## src/rtl/ber_phase_scan_ctrl_if.sv

```systemverilog
// Checker-side bundle between the phase scan controller (master) and the PRBS BER checker / RX phase mux (slave).
interface ber_scan_if #(
  parameter int PHASE_W = 2
);
  logic               i_valid;
  logic               i_chk_sync;
  logic               i_chk_err;
  logic               o_chk_enable;
  logic               o_chk_clear;
  logic [PHASE_W-1:0] o_phase;

  modport master (
    input  i_valid, i_chk_sync, i_chk_err,
    output o_chk_enable, o_chk_clear, o_phase
  );

  modport slave (
    output i_valid, i_chk_sync, i_chk_err,
    input  o_chk_enable, o_chk_clear, o_phase
  );
endinterface

```

## src/rtl/ber_phase_scan_ctrl.sv

```systemverilog
// Sweeps the RX sampling phase, counts PRBS errors per phase and publishes the lowest-error phase.
// Defining BER_SCAN_TRACK_EN adds a post-scan TRACK state that re-measures the chosen phase and relocks.
module ber_phase_scan_ctrl #(
  parameter int N_PHASES  = 4,
  parameter int PHASE_W   = 2,
  parameter int MEAS_LEN  = 1023,
  parameter int ERR_W     = 16,
  parameter int ALIGN_TMO = 65535
`ifdef BER_SCAN_TRACK_EN
  , parameter int TRACK_THR = 8
`endif
) (
  input  logic               clk,
  input  logic               rst,
  input  logic               i_start,
  ber_scan_if.master         chk,
  output logic               o_busy,
  output logic               o_done,
  output logic [PHASE_W-1:0] o_best_phase,
  output logic [ERR_W-1:0]   o_best_err,
  output logic               o_no_lock
`ifdef BER_SCAN_TRACK_EN
  , output logic             o_relock
`endif
);

  localparam int BIT_W = $clog2(MEAS_LEN + 1);
  localparam int TMO_W = $clog2(ALIGN_TMO + 1);
  localparam logic [BIT_W-1:0]   BIT_LAST   = BIT_W'(MEAS_LEN - 1);
  localparam logic [TMO_W-1:0]   TMO_LAST   = TMO_W'(ALIGN_TMO - 1);
  localparam logic [PHASE_W-1:0] PHASE_LAST = PHASE_W'(N_PHASES - 1);
  localparam logic [ERR_W-1:0]   ERR_MAX    = '1;
`ifdef BER_SCAN_TRACK_EN
  localparam logic [ERR_W-1:0]   TRACK_LIM  = ERR_W'(TRACK_THR);
`endif

  typedef enum logic [2:0] {
    S_IDLE,
    S_CLEAR,
    S_ALIGN,
    S_MEASURE,
    S_EVAL,
    S_NEXT,
    S_DONE
`ifdef BER_SCAN_TRACK_EN
    , S_TRACK
`endif
  } state_t;

  state_t             state_q, state_d;
  logic [PHASE_W-1:0] phase_idx_q, phase_idx_d;
  logic [PHASE_W-1:0] best_phase_q, best_phase_d;
  logic [ERR_W-1:0]   best_err_q, best_err_d;
  logic               any_lock_q, any_lock_d;
  logic [TMO_W-1:0]   tmo_q, tmo_d;
  logic [BIT_W-1:0]   bit_cnt_q, bit_cnt_d;
  logic [ERR_W-1:0]   err_cnt_q, err_cnt_d;
  logic               chk_enable_q, chk_enable_d;
  logic               chk_clear_q, chk_clear_d;
  logic [PHASE_W-1:0] phase_q, phase_d;
  logic               busy_q, busy_d;
  logic               done_q, done_d;
  logic [PHASE_W-1:0] best_phase_out_q, best_phase_out_d;
  logic [ERR_W-1:0]   best_err_out_q, best_err_out_d;
  logic               no_lock_q, no_lock_d;
  logic               relock_q, relock_d;
  logic               start_scan;
  logic [ERR_W-1:0]   err_inc;

  always_comb begin
    state_d          = state_q;
    phase_idx_d      = phase_idx_q;
    best_phase_d     = best_phase_q;
    best_err_d       = best_err_q;
    any_lock_d       = any_lock_q;
    tmo_d            = tmo_q;
    bit_cnt_d        = bit_cnt_q;
    err_cnt_d        = err_cnt_q;
    best_phase_out_d = best_phase_out_q;
    best_err_out_d   = best_err_out_q;
    no_lock_d        = no_lock_q;
    relock_d         = 1'b0;
    start_scan       = 1'b0;
    err_inc          = (err_cnt_q == ERR_MAX) ? err_cnt_q : err_cnt_q + 1'b1;

    unique case (state_q)
      S_IDLE: begin
        if (i_start) start_scan = 1'b1;
      end
      S_CLEAR: begin
        state_d = S_ALIGN;
        tmo_d   = '0;
      end
      S_ALIGN: begin
        if (chk.i_chk_sync) begin
          state_d    = S_MEASURE;
          any_lock_d = 1'b1;
          bit_cnt_d  = '0;
          err_cnt_d  = '0;
        end else if (tmo_q == TMO_LAST) begin
          // a phase that never aligns scores worst-possible so it can only win by default
          state_d   = S_EVAL;
          err_cnt_d = ERR_MAX;
        end else begin
          tmo_d = tmo_q + 1'b1;
        end
      end
      S_MEASURE: begin
        if (chk.i_valid) begin
          bit_cnt_d = bit_cnt_q + 1'b1;
          if (chk.i_chk_err) err_cnt_d = err_inc;
          if (bit_cnt_q == BIT_LAST) state_d = S_EVAL;
        end
      end
      S_EVAL: begin
        if (err_cnt_q < best_err_q) begin
          best_err_d   = err_cnt_q;
          best_phase_d = phase_idx_q;
        end
        state_d = S_NEXT;
      end
      S_NEXT: begin
        if (phase_idx_q == PHASE_LAST) begin
          state_d          = S_DONE;
          best_phase_out_d = best_phase_q;
          best_err_out_d   = best_err_q;
          no_lock_d        = ~any_lock_q;
        end else begin
          phase_idx_d = phase_idx_q + 1'b1;
          state_d     = S_CLEAR;
        end
      end
      S_DONE: begin
        if (i_start) begin
          start_scan = 1'b1;
`ifdef BER_SCAN_TRACK_EN
        end else if (any_lock_q) begin
          state_d   = S_TRACK;
          bit_cnt_d = '0;
          err_cnt_d = '0;
`endif
        end
      end
`ifdef BER_SCAN_TRACK_EN
      S_TRACK: begin
        if (i_start) begin
          start_scan = 1'b1;
        end else if (chk.i_valid) begin
          bit_cnt_d = bit_cnt_q + 1'b1;
          if (chk.i_chk_err) err_cnt_d = err_inc;
          if (bit_cnt_q == BIT_LAST) begin
            if (err_cnt_d > TRACK_LIM) begin
              start_scan = 1'b1;
              relock_d   = 1'b1;
            end else begin
              bit_cnt_d = '0;
              err_cnt_d = '0;
            end
          end
        end
      end
`endif
      default: state_d = S_IDLE;
    endcase

    if (start_scan) begin
      state_d      = S_CLEAR;
      phase_idx_d  = '0;
      best_err_d   = ERR_MAX;
      best_phase_d = '0;
      any_lock_d   = 1'b0;
    end

    // outputs are decoded from the next state so they register in step with it
    chk_clear_d  = (state_d == S_CLEAR);
    chk_enable_d = (state_d != S_IDLE);
    busy_d       = (state_d == S_CLEAR) || (state_d == S_ALIGN) || (state_d == S_MEASURE) ||
                   (state_d == S_EVAL)  || (state_d == S_NEXT);
`ifdef BER_SCAN_TRACK_EN
    done_d       = (state_d == S_DONE) || (state_d == S_TRACK);
`else
    done_d       = (state_d == S_DONE);
`endif
    if (state_d == S_IDLE)  phase_d = '0;
    else if (done_d)        phase_d = best_phase_out_d;
    else                    phase_d = phase_idx_d;
  end

  always_ff @(posedge clk) begin
    if (rst) begin
      state_q          <= S_IDLE;
      phase_idx_q      <= '0;
      best_phase_q     <= '0;
      best_err_q       <= ERR_MAX;
      any_lock_q       <= 1'b0;
      tmo_q            <= '0;
      bit_cnt_q        <= '0;
      err_cnt_q        <= '0;
      chk_enable_q     <= 1'b0;
      chk_clear_q      <= 1'b0;
      phase_q          <= '0;
      busy_q           <= 1'b0;
      done_q           <= 1'b0;
      best_phase_out_q <= '0;
      best_err_out_q   <= '0;
      no_lock_q        <= 1'b0;
      relock_q         <= 1'b0;
    end else begin
      state_q          <= state_d;
      phase_idx_q      <= phase_idx_d;
      best_phase_q     <= best_phase_d;
      best_err_q       <= best_err_d;
      any_lock_q       <= any_lock_d;
      tmo_q            <= tmo_d;
      bit_cnt_q        <= bit_cnt_d;
      err_cnt_q        <= err_cnt_d;
      chk_enable_q     <= chk_enable_d;
      chk_clear_q      <= chk_clear_d;
      phase_q          <= phase_d;
      busy_q           <= busy_d;
      done_q           <= done_d;
      best_phase_out_q <= best_phase_out_d;
      best_err_out_q   <= best_err_out_d;
      no_lock_q        <= no_lock_d;
      relock_q         <= relock_d;
    end
  end

  assign chk.o_chk_enable = chk_enable_q;
  assign chk.o_chk_clear  = chk_clear_q;
  assign chk.o_phase      = phase_q;
  assign o_busy           = busy_q;
  assign o_done           = done_q;
  assign o_best_phase     = best_phase_out_q;
  assign o_best_err       = best_err_out_q;
  assign o_no_lock        = no_lock_q;
`ifdef BER_SCAN_TRACK_EN
  assign o_relock         = relock_q;
`else
  logic unused_relock;
  assign unused_relock = relock_q;
`endif

endmodule

```

## src/flat_wrapper.sv

```systemverilog
// flat-port wrapper written by rule: the top's interface ports become plain ports
module ber_phase_scan_ctrl_flat 
#(
  parameter int N_PHASES  = 4,
  parameter int PHASE_W   = 2,
  parameter int MEAS_LEN  = 1023,
  parameter int ERR_W     = 16,
  parameter int ALIGN_TMO = 65535

)
  (clk, rst, i_start, o_busy, o_done, o_best_phase, o_best_err, o_no_lock, chk_i_valid, chk_i_chk_sync, chk_i_chk_err, chk_o_chk_enable, chk_o_chk_clear, chk_o_phase);
  ber_scan_if #(.PHASE_W(PHASE_W)) chk_i ();
  input  logic clk;
  input  logic rst;
  input  logic i_start;
  output logic o_busy;
  output logic o_done;
  output logic [PHASE_W-1:0] o_best_phase;
  output logic [ERR_W-1:0] o_best_err;
  output logic o_no_lock;
  input wire logic [$bits(chk_i.i_valid)-1:0] chk_i_valid;
  input wire logic [$bits(chk_i.i_chk_sync)-1:0] chk_i_chk_sync;
  input wire logic [$bits(chk_i.i_chk_err)-1:0] chk_i_chk_err;
  output wire logic [$bits(chk_i.o_chk_enable)-1:0] chk_o_chk_enable;
  output wire logic [$bits(chk_i.o_chk_clear)-1:0] chk_o_chk_clear;
  output wire logic [$bits(chk_i.o_phase)-1:0] chk_o_phase;
  assign chk_i.i_valid = chk_i_valid;
  assign chk_i.i_chk_sync = chk_i_chk_sync;
  assign chk_i.i_chk_err = chk_i_chk_err;
  assign chk_o_chk_enable = chk_i.o_chk_enable;
  assign chk_o_chk_clear = chk_i.o_chk_clear;
  assign chk_o_phase = chk_i.o_phase;
  ber_phase_scan_ctrl #(.N_PHASES(N_PHASES), .PHASE_W(PHASE_W), .MEAS_LEN(MEAS_LEN), .ERR_W(ERR_W), .ALIGN_TMO(ALIGN_TMO)) u_core (.clk(clk), .rst(rst), .i_start(i_start), .chk(chk_i), .o_busy(o_busy), .o_done(o_done), .o_best_phase(o_best_phase), .o_best_err(o_best_err), .o_no_lock(o_no_lock));
endmodule
```

## config.mk

```make
export PLATFORM = sky130hd
export DESIGN_NAME = ber_phase_scan_ctrl_flat
export DESIGN_NICKNAME = d
export VERILOG_FILES = /design/src/rtl/ber_phase_scan_ctrl_if.sv /design/src/rtl/ber_phase_scan_ctrl.sv /design/src/flat_wrapper.sv
export SDC_FILE = /design/constraint.sdc
export NUM_CORES = 1
export LEC_CHECK = 0
export ABC_AREA = 1
export BUFFER_PORTS_ARGS = -buffer_cell sky130_fd_sc_hd__clkbuf_2
export CORE_UTILIZATION = 45
export CTS_BUF_LIST = sky130_fd_sc_hd__clkbuf_4 sky130_fd_sc_hd__clkbuf_8 sky130_fd_sc_hd__clkbuf_16
export DETAILED_ROUTE_END_ITERATION = 8
export GPL_ROUTABILITY_DRIVEN = 0
export PLACE_DENSITY_LB_ADDON = 0.25
export SETUP_SLACK_MARGIN = 0.15
export SLEW_MARGIN = 30
export SYNTH_ARGS = -nofsm -noshare
export SYNTH_HDL_FRONTEND = slang
export SYNTH_SLANG_ARGS = --single-unit
```

## constraint.sdc

```tcl
create_clock -name clk -period 2.2 [get_ports clk]
set_input_delay 0.44 -clock clk [delete_from_list [all_inputs] [get_ports clk]]
set_output_delay 0.44 -clock clk [all_outputs]
set_load 0.02 [all_outputs]
```

* After elaboration in Yosys (flattened, before gate mapping)
Index checks and enable logic that the tools add are counted.
** Storage, ports and cells
- Flip-flop bits (word level) :: 91
- Logic and storage cells :: 90
** Operators by class
- Add/sub/neg operators :: 4
- Bitwise operators :: 1
- Multiplexer cells :: 27
- $lt $le $gt $ge :: 1
- Reduce and logical (&&, ||, !) cells :: 18
- Equal/unequal tests :: 23
** Operators with widths (count)
- $mux W16 :: 7
- $pmux W16 S2 :: 2
- $add A16 B1 Y16 const B :: 2
- $eq A16 B16 Y1 const B :: 2
- $mux W10 :: 2
- $pmux W10 S2 :: 1
- $eq A3 B3 Y1 const B :: 6
- $mux W3 :: 6
- $pmux W3 S6 :: 1
- $lt A16 B16 Y1 :: 1
- $eq A3 B2 Y1 const B :: 4
- $mux W2 :: 6
- $ne A2 B2 Y1 const B :: 6
- $add A10 B1 Y10 const B :: 1
- $eq A10 B10 Y1 const B :: 1
- $eq A3 B1 Y1 const B :: 2
- $logic_not A3 Y1 :: 2
- $reduce_and A2 Y1 :: 3
- $reduce_and A3 Y1 :: 2
- $reduce_or A2 Y1 :: 3
- $reduce_and A5 Y1 :: 1
- $logic_or A1 B1 Y1 :: 4
- $reduce_bool A2 Y1 :: 2
- $ne A3 B2 Y1 const B :: 1
- 5 further kinds :: 6

* Depth between registers and ports, before layout
Gate-level depths: netlist of run 1.
- Depth after elaboration :: 10
- Gate-level depth with buffers :: 14
- Depth with buffers taken out :: 14

* Worst setup path after synthesis of run 1
Ideal clock, no wire load.
- Path type :: register -> register
- From :: reg u_core.best_err_q[9]
- To :: reg u_core.best_err_q[10]
- Required time :: 2.078 ns
- Stages on the path, launching flop included :: 10
- Library setup time :: 0.122 ns
- Arrival :: 1.644 ns
- Path buffers :: 1
- Slack :: 0.434 ns
- Cells stage by stage :: dfxtp_1 -> inv_1 -> ha_1 -> a21oi_1 -> o21ai_0 -> a21oi_1 -> nand3_1 -> clkbuf_1 -> nand2_1 -> nand3_1
** On the way
- Word-level cells in the longest chain between the ends :: 2
** RTL lines
- start, declared :: line ber_phase_scan_ctrl.sv:53 : logic [ERR_W-1:0] best_err_q, best_err_d;
- start signal, assigned :: line ber_phase_scan_ctrl.sv:212 : best_err_q <= best_err_d;
- $lt A16 B16 Y1 :: line ber_phase_scan_ctrl.sv:116 : if (err_cnt_q < best_err_q) begin
- $reduce_and A2 Y1 (no source line)
No other way between the ends.
A chain may end at the register's enable or synchronous reset.

* Worst setup path after layout of run 1
- From :: reg u_core.err_cnt_q[0]
- To :: reg u_core.err_cnt_q[1]
** On the way
- Word-level cells in the longest chain between the ends :: 5
** RTL lines
- start, declared :: line ber_phase_scan_ctrl.sv:57 : logic [ERR_W-1:0] err_cnt_q, err_cnt_d;
- start signal, assigned :: line ber_phase_scan_ctrl.sv:216 : err_cnt_q <= err_cnt_d;
- $add A16 B1 Y16 :: line ber_phase_scan_ctrl.sv:84 : err_inc = (err_cnt_q == ERR_MAX) ? err_cnt_q : err_cnt_q + 1'b1;
- $mux W16 :: line ber_phase_scan_ctrl.sv:84
- $mux W16 :: line ber_phase_scan_ctrl.sv:111 : if (chk.i_chk_err) err_cnt_d = err_inc;
- $mux W16 :: line ber_phase_scan_ctrl.sv:109 : if (chk.i_valid) begin
- $pmux W16 S2 :: line ber_phase_scan_ctrl.sv:86 : unique case (state_q)
Several ways; a longest one is shown, not always the timed one. The select of a mux whose other input is x is not followed.

==> results of run 1 <==
==> flip-flops by register name (all words and copies together) (netlist names) <==
name and cells:
u_core.o_best_err 16, u_core.o_best_phase 2, u_core.err_cnt_q 16, u_core.bit_cnt_q 10, u_core.chk.o_chk_clear 1, u_core.state_q 3, u_core.chk.o_chk_enable 1, u_core.best_phase_q 2
u_core.o_done 1, u_core.tmo_q 16, u_core.any_lock_q 1, u_core.phase_idx_q 2, u_core.chk.o_phase 2, u_core.best_err_q 16, u_core.o_no_lock 1, u_core.o_busy 1
==> cell usage after synthesis, drive strengths merged <==
library cell / count / area (um^2)
clkbuf: 12 / 45.0
o21bai: 1 / 7.51
nand2: 174 / 678
nor4: 1 / 6.26
inv: 81 / 304
xnor2: 2 / 17.5
ha: 20 / 250
a21oi: 62 / 348
or2: 2 / 12.5
nand4: 22 / 138
dfxtp: 91 / 1820
nor2: 90 / 389
nand3b: 4 / 42.5
a31oi: 1 / 6.26
clkinv: 1 / 3.75
o21ai: 45 / 229
a211oi: 2 / 15.0
o211ai: 2 / 20.0
nor3: 12 / 70.1
buf: 12 / 81.3
nor3b: 2 / 15.0
nand3: 45 / 253
xor2: 10 / 87.6
==> worst max-delay path, stage by stage, from the launching register on <==
cell and delay, ns:
dfxtp_1 0.38, ha_1 0.21, nand4_1 0.17, nor2_2 0.15, nand2_1 0.13, nor2_2 0.14
nand3_2 0.17, nand3b_4 0.18, inv_4 0.11, a21oi_1 0.14
==> routing by layer <==
metal | wire length, um | track usage | vias up | part of all wire
met5 | 0 | 0 | - | 0
met4 | 141 | 0.0665 | 0 | 0.013
met3 | 372 | 0.0365 | 9 | 0.035
met2 | 4800 | 0.330 | 67 | 0.45
met1 | 5350 | 0.283 | 1998 | 0.50
li1 | - | - | 2309 | -
==> cell families after synthesis <==
family          after synthesis  synth area share
xor+xnor                     12            0.0217
flops                        91             0.376
buf+inv                     106            0.0897
simple gates                352             0.331
compound gates              113             0.129
fa+ha+maj                    20            0.0517
==> final timing paths <==
check / startpoint / cells after the start / endpoint / slack [ns]
worst max-delay path: u_core.err_cnt_q[0]$_SDFFE_PP0P_ / 9 / u_core.err_cnt_q[1]$_SDFFE_PP0P_ / 0.35
worst min-delay path: rst / 2 / u_core.o_done$_SDFF_PP0_ / 0.30
worst max register to register: u_core.err_cnt_q[0]$_SDFFE_PP0P_ / 9 / u_core.err_cnt_q[1]$_SDFFE_PP0P_ / 0.35
worst min register to register: u_core.any_lock_q$_SDFFE_PP0P_ / 1 / u_core.o_no_lock$_SDFFE_PP0P_ / 0.46
==> area by class of cell <==
cell class                      count  area [um^2]
Fill cell                        1031         5000
Inverter                           82          310
Clock buffer                       10          138
Timing Repair Buffer               45          263
Clock inverter                      6         62.6
Sequential cell                    91         1820
Tap cell                          136          170
Multi-Input combinational cell    497         2600
==> metrics by stage <==
step           hold WS [ns]  setup slack [ns]
3_5_place_dp          0.441             0.318
5_1_grt               0.286             0.168
3_3_place_gp          0.419             0.396
6_report              0.296             0.345
4_1_cts               0.286             0.289
2_1_floorplan         0.406             0.434
==> power groups by stage <==
stage          sequential, uW  clock, uW  combinational (uW)
2_1_floorplan            1790          0                 314
3_3_place_gp             1800          0                 391
3_5_place_dp             1800          0                 399
4_1_cts                  1760       1190                 402
5_1_grt                  1770       1270                 461
6_report                 1760       1160                 404
==> repair_timing <==
action,in CTS,in global routing
setup endpoints to repair,0,18
setup buffers,0,1
resized for setup,0,6
==> key figures, run 1 <==
Outcome
  • Status: finished clean

Power
  • Logic gate share of total power: 0.122
  • Pwr Density: 620 nW/um^2
  • Leakage: 0.00242 uW
  • Sw Share: 0.283
  • Maximum vdd drop: 0.327 mV
  • Seq pwr share: 0.529
  • Internal: 2380 uW
  • Clk pwr share: 0.349
  • Net load switching power: 943 uW
  • Final Total Pwr: 3330 uW

Final layout
  • Most frequent cells in the layout: nand2_1 (168), dfxtp_1 (89), nor2_1 (79)
  • Fin cells: 867
  • Fin util: 0.517
  • NumNets Final: 752
  • Final instance area: 5370 um^2
  • P&R area growth vs syn: 10.9%
  • Most common cell after layout, fill and taps aside: nand2_1
  • Layout cells sized above 1: 0.146
  • N_diodes: 0

STA
  • Worst-margin pin slew: 0.488 ns
  • Rel. slew slack: 0.672
  • Achievable frequency: 539 MHz
  • Final setup viols: 0
  • Max-slew violations: 0
  • Fin crit period: 1.85 ns
  • Hold Vio Cnt, Final: 0
  • Final worst-path cycle share: 0.843
  • Worst Clk Skew: 0.0165 ns
  • RSZ-0062 raised after global routing: false
  • Setup total negative slack: 0 ns

Logic synthesis
  • Synth Instances: 694
  • Ys Warns: 0
  • Syn nets: 720
  • Average size of a mapped cell: 6.98 um^2
  • Cell variety after synth: 40
  • Mapped Area: 4840 um^2
  • Sequential element share of the synthesized area: 0.376
  • Yosys reg bits: 91

Clocking
  • Clock slew at reported path FFs: 0.09 ns
  • Root buf cell: clkbuf_8
  • Clock buffer depth: 2
  • Hold buffer count at cts: 0
  • Htree depth: 3
  • Total CTS buffers: 9
  • CTS tree: built
  • Worst-skew pair later-pin latency: 0.37 ns
  • Sink Count: 91

Place
  • Placement Cell Area: 5140 um^2
  • I/O Buffers: 30
  • Dpl hpwl: 7950 um
  • Cells after DPL: 850

Floorplanning
  • Die area: 11200 um^2
  • I/O pins: 31
  • Starting Density: 0.467
  • Die X: 106 um
  • Core Area: 10400 um^2
  • Die Y: 106 um
  • # rows: 37

Hold path
  • HP Class: input port to flip-flop

Global route
  • First-pass GRT wire length: 18800 um
  • Remaining global-route overflow: 0
  • Largest net degree at the start of global routing: 38
  • Antenna violations before repair: 0
  • Vias in the first global route: 4104
  • Tot GR Track Use: 0.207

Run
  • # Max-Cap Violations: 0

Worst setup path
  • Critical path class: flip-flop to flip-flop
  • CP arrival: 2.15 ns
  • Startpoint Class: flip-flop
  • Crit path max fanout: 12
  • CP endpoint kind: flip-flop
  • Worst EP required: 2.49 ns

Drt
  • Routed vias/inst: 5.06
  • Vias: 4383
  • Post-DRT Antenna Nets: 0
  • Pre-antenna DRT Iters: 4
  • Drt wl/cell: 12.3 um
  • WL final: 10700 um
  • First-iteration detailed-routing DRC count: 187
  • Remaining DRCs: 0
(Power assumes the default switching activity.)
==> inputs of run 2 (changes only) <==
==> constraint.sdc (replaced) <==
create_clock -name clk -period 1.9 [get_ports clk]
set_input_delay 0.38 -clock clk [delete_from_list [all_inputs] [get_ports clk]]
set_output_delay 0.38 -clock clk [all_outputs]
set_load 0.02 [all_outputs]
==> run 2 against run 1 <==
Against the previous run: sequential power up 16%; non-clock buffer count up 24; first-iteration DRC count up 44%; clock power up 9%; cell area up 7.8%; register-to-register slack worse by 0.19 ns; largest cell class unchanged; critical path depth up 2; via count up 5.1%; wire length up 12%; critical path type unchanged; highest routed layer unchanged; fmax up 6.1%; die area unchanged.
==> key figures, run 2 (same netlist as run 1, synthesis figures left out) <==
Outcome
  • Status: finished clean

Worst setup path
  • Biggest cell delay along the critical path: 0.33 ns (-0.05 ns)
  • Startpoint Class: flip-flop
  • Largest delay share family, worst path: simple AND/OR/NAND/NOR gates
  • CP endpoint kind: flip-flop
  • CP bufs+invs: 2 (+1)
  • Crit path max fanout: 14 (+2)
  • Critical R2R Launch: u_core.best_err_q[5]$_SDFFE_PP1P_
  • CP most frequent cell: nand2_2
  • Critical path class: flip-flop to flip-flop
  • Worst EP required: 2.15 ns (-0.34 ns)
  • CP arrival: 1.99 ns (-0.16 ns)
  • CP startpoint: u_core.best_err_q[5]$_SDFFE_PP1P_
  • Cell Chain, Critical Path: inv_1 > ha_4 > a21oi_2 > nor2_1 > nor3_2 > nand2_2 > nand2_2 > nand3_4 > buf_12 > nand2_1 > nand3_1
  • Slowest cell on the critical path: dfxtp_2

STA
  • Final setup viols: 0 (unchanged)
  • RSZ-0062 raised after global routing: true
  • Fin crit period: 1.75 ns (-0.106 ns)
  • Worst Clk Skew: 0.00886 ns (-0.00762 ns)
  • Final worst-path cycle share: 0.920 (+0.0773)
  • Max-slew violations: 0 (unchanged)
  • Worst-margin pin slew: 0.476 ns (-0.0116 ns)
  • Hold Vio Cnt, Final: 0 (unchanged)
  • Setup total negative slack: 0 ns (unchanged)
  • Rel. slew slack: 0.682 (+0.00950)
  • Achievable frequency: 572 MHz (+6.1%)

Drt
  • Vias: 4606 (+5.1%)
  • First-iteration detailed-routing DRC count: 269 (+44%)
  • Drt wl/cell: 13.4 um (+8.6%)
  • Post-DRT Antenna Nets: 0 (unchanged)
  • Routed vias/inst: 5.18 (+2.4%)
  • WL final: 11900 um (+12%)
  • Pre-antenna DRT Iters: 7 (+3)
  • Remaining DRCs: 0 (unchanged)

Final layout
  • Most frequent cells in the layout: nand2_1 (159), dfxtp_1 (73), inv_1 (72), nor2_1 (72), a21oi_1 (45)
  • Layout cells sized above 1: 0.237 (+0.0910)
  • Most common cell after layout, fill and taps aside: nand2_1
  • NumNets Final: 778 (+3.5%)
  • Fill count: 994 (-3.6%)
  • P&R area growth vs syn: 19.5%
  • N_diodes: 0 (unchanged)

Floorplanning
  • Starting Density: 0.467 (unchanged)
  • Die Y: 106 um (unchanged)
  • # rows: 37 (unchanged)
  • Core Area: 10400 um^2 (unchanged)
  • Die area: 11200 um^2 (unchanged)
  • I/O pins: 31 (unchanged)
  • Die X: 106 um (unchanged)

Power
  • Final Total Pwr: 3890 uW (+17%)
  • Leakage: 0.00257 uW (+6.2%)
  • Pwr Density: 672 nW/um^2 (+8.4%)
  • Maximum vdd drop: 0.504 mV (+54%)

Place
  • I/O Buffers: 30 (unchanged)
  • Dpl hpwl: 8250 um (+3.8%)

Global route
  • Largest net degree at the start of global routing: 31 (-18%)
  • Tot GR Track Use: 0.219 (+0.0119)
  • Remaining global-route overflow: 0 (unchanged)
  • First-pass GRT wire length: 19400 um (+3.6%)
  • Vias in the first global route: 4193 (+2.2%)
  • Antenna violations before repair: 0 (unchanged)

Hold path
  • HP Class: input port to flip-flop
  • Hold_sp: chk_i_valid

Clocking
  • Htree depth: 3 (unchanged)
  • Sink Count: 91 (unchanged)
  • Total CTS buffers: 9 (unchanged)
  • Root buf cell: clkbuf_8
  • Clock slew at reported path FFs: 0.09 ns (about the same)
  • CTS tree: built
  • Worst-skew pair later-pin latency: 0.38 ns (about the same)
  • Clock buffer depth: 2 (unchanged)

Run
  • # Max-Cap Violations: 0 (unchanged)
## run 2: what timing repair did
item / 4_1_cts / 5_1_grt
setup buffers: 5 / 9
hold buffers: 0 / 0
hold endpoints to repair: 0 / 0
cloned: 1 / 1
gates resized for setup: 17 / 62
endpoints found under the setup margin: 51 / 59
pin swaps: 6 / 19
## run 2: layer usage
layer  part of all wire  GRT usage
met1               0.47      0.275
met5                  0          0
met3              0.032     0.0464
met2               0.48      0.364
met4              0.019     0.0893
## run 2: cell type report
type	instances	area [um^2]	share of cell area
repair buffers	69	467	0.0807
inverters	82	325	0.0562
well taps	136	170	0.0294
flip-flops and latches	91	1850	0.321
multi-input cells	499	2790	0.483
clock buffers	10	131	0.0227
clock inverters	3	42.5	0.00735
## run 2: report_power, final
part / switching (uW) / total, uW / internal [uW]
Combinational: 379 / 581 / 202
Clock: 668 / 1270 / 599
Sequential: 71.3 / 2040 / 1970
## run 2: stage by stage
step | util | std cells | cell area, um^2 | setup WS, ns | hold slack [ns]
2_1_floorplan | - | 694 | 4840 | 0.209 | 0.406
3_3_place_gp | 0.505 | 861 | 5240 | 0.110 | 0.429
3_5_place_dp | 0.505 | 861 | 5240 | 0.0630 | 0.431
4_1_cts | 0.531 | 880 | 5510 | 0.151 | 0.301
5_1_grt | 0.558 | 890 | 5780 | 0.0701 | 0.301
6_report | 0.558 | 890 | 5780 | 0.151 | 0.308
## run 2: worst register-to-register path, cell delays in order, from the launching register on
cell,delay (ns)
dfxtp_2,0.33
inv_1,0.11
ha_4,0.22
a21oi_2,0.11
nor2_1,0.05
nor3_2,0.17
nand2_2,0.09
nand2_2,0.11
nand3_4,0.10
buf_12,0.17
nand2_1,0.07
nand3_1,0.08
## run 2: path summary, 6_finish.rpt
check / to / cells after the start / slack [ns]
min: u_core.bit_cnt_q[0]$_SDFFE_PP0P_ / 3 / 0.31
min reg2reg: u_core.o_no_lock$_SDFFE_PP0P_ / 1 / 0.45
max: u_core.best_err_q[8]$_SDFFE_PP1P_ / 11 / 0.15
max reg2reg: u_core.best_err_q[8]$_SDFFE_PP1P_ / 11 / 0.15
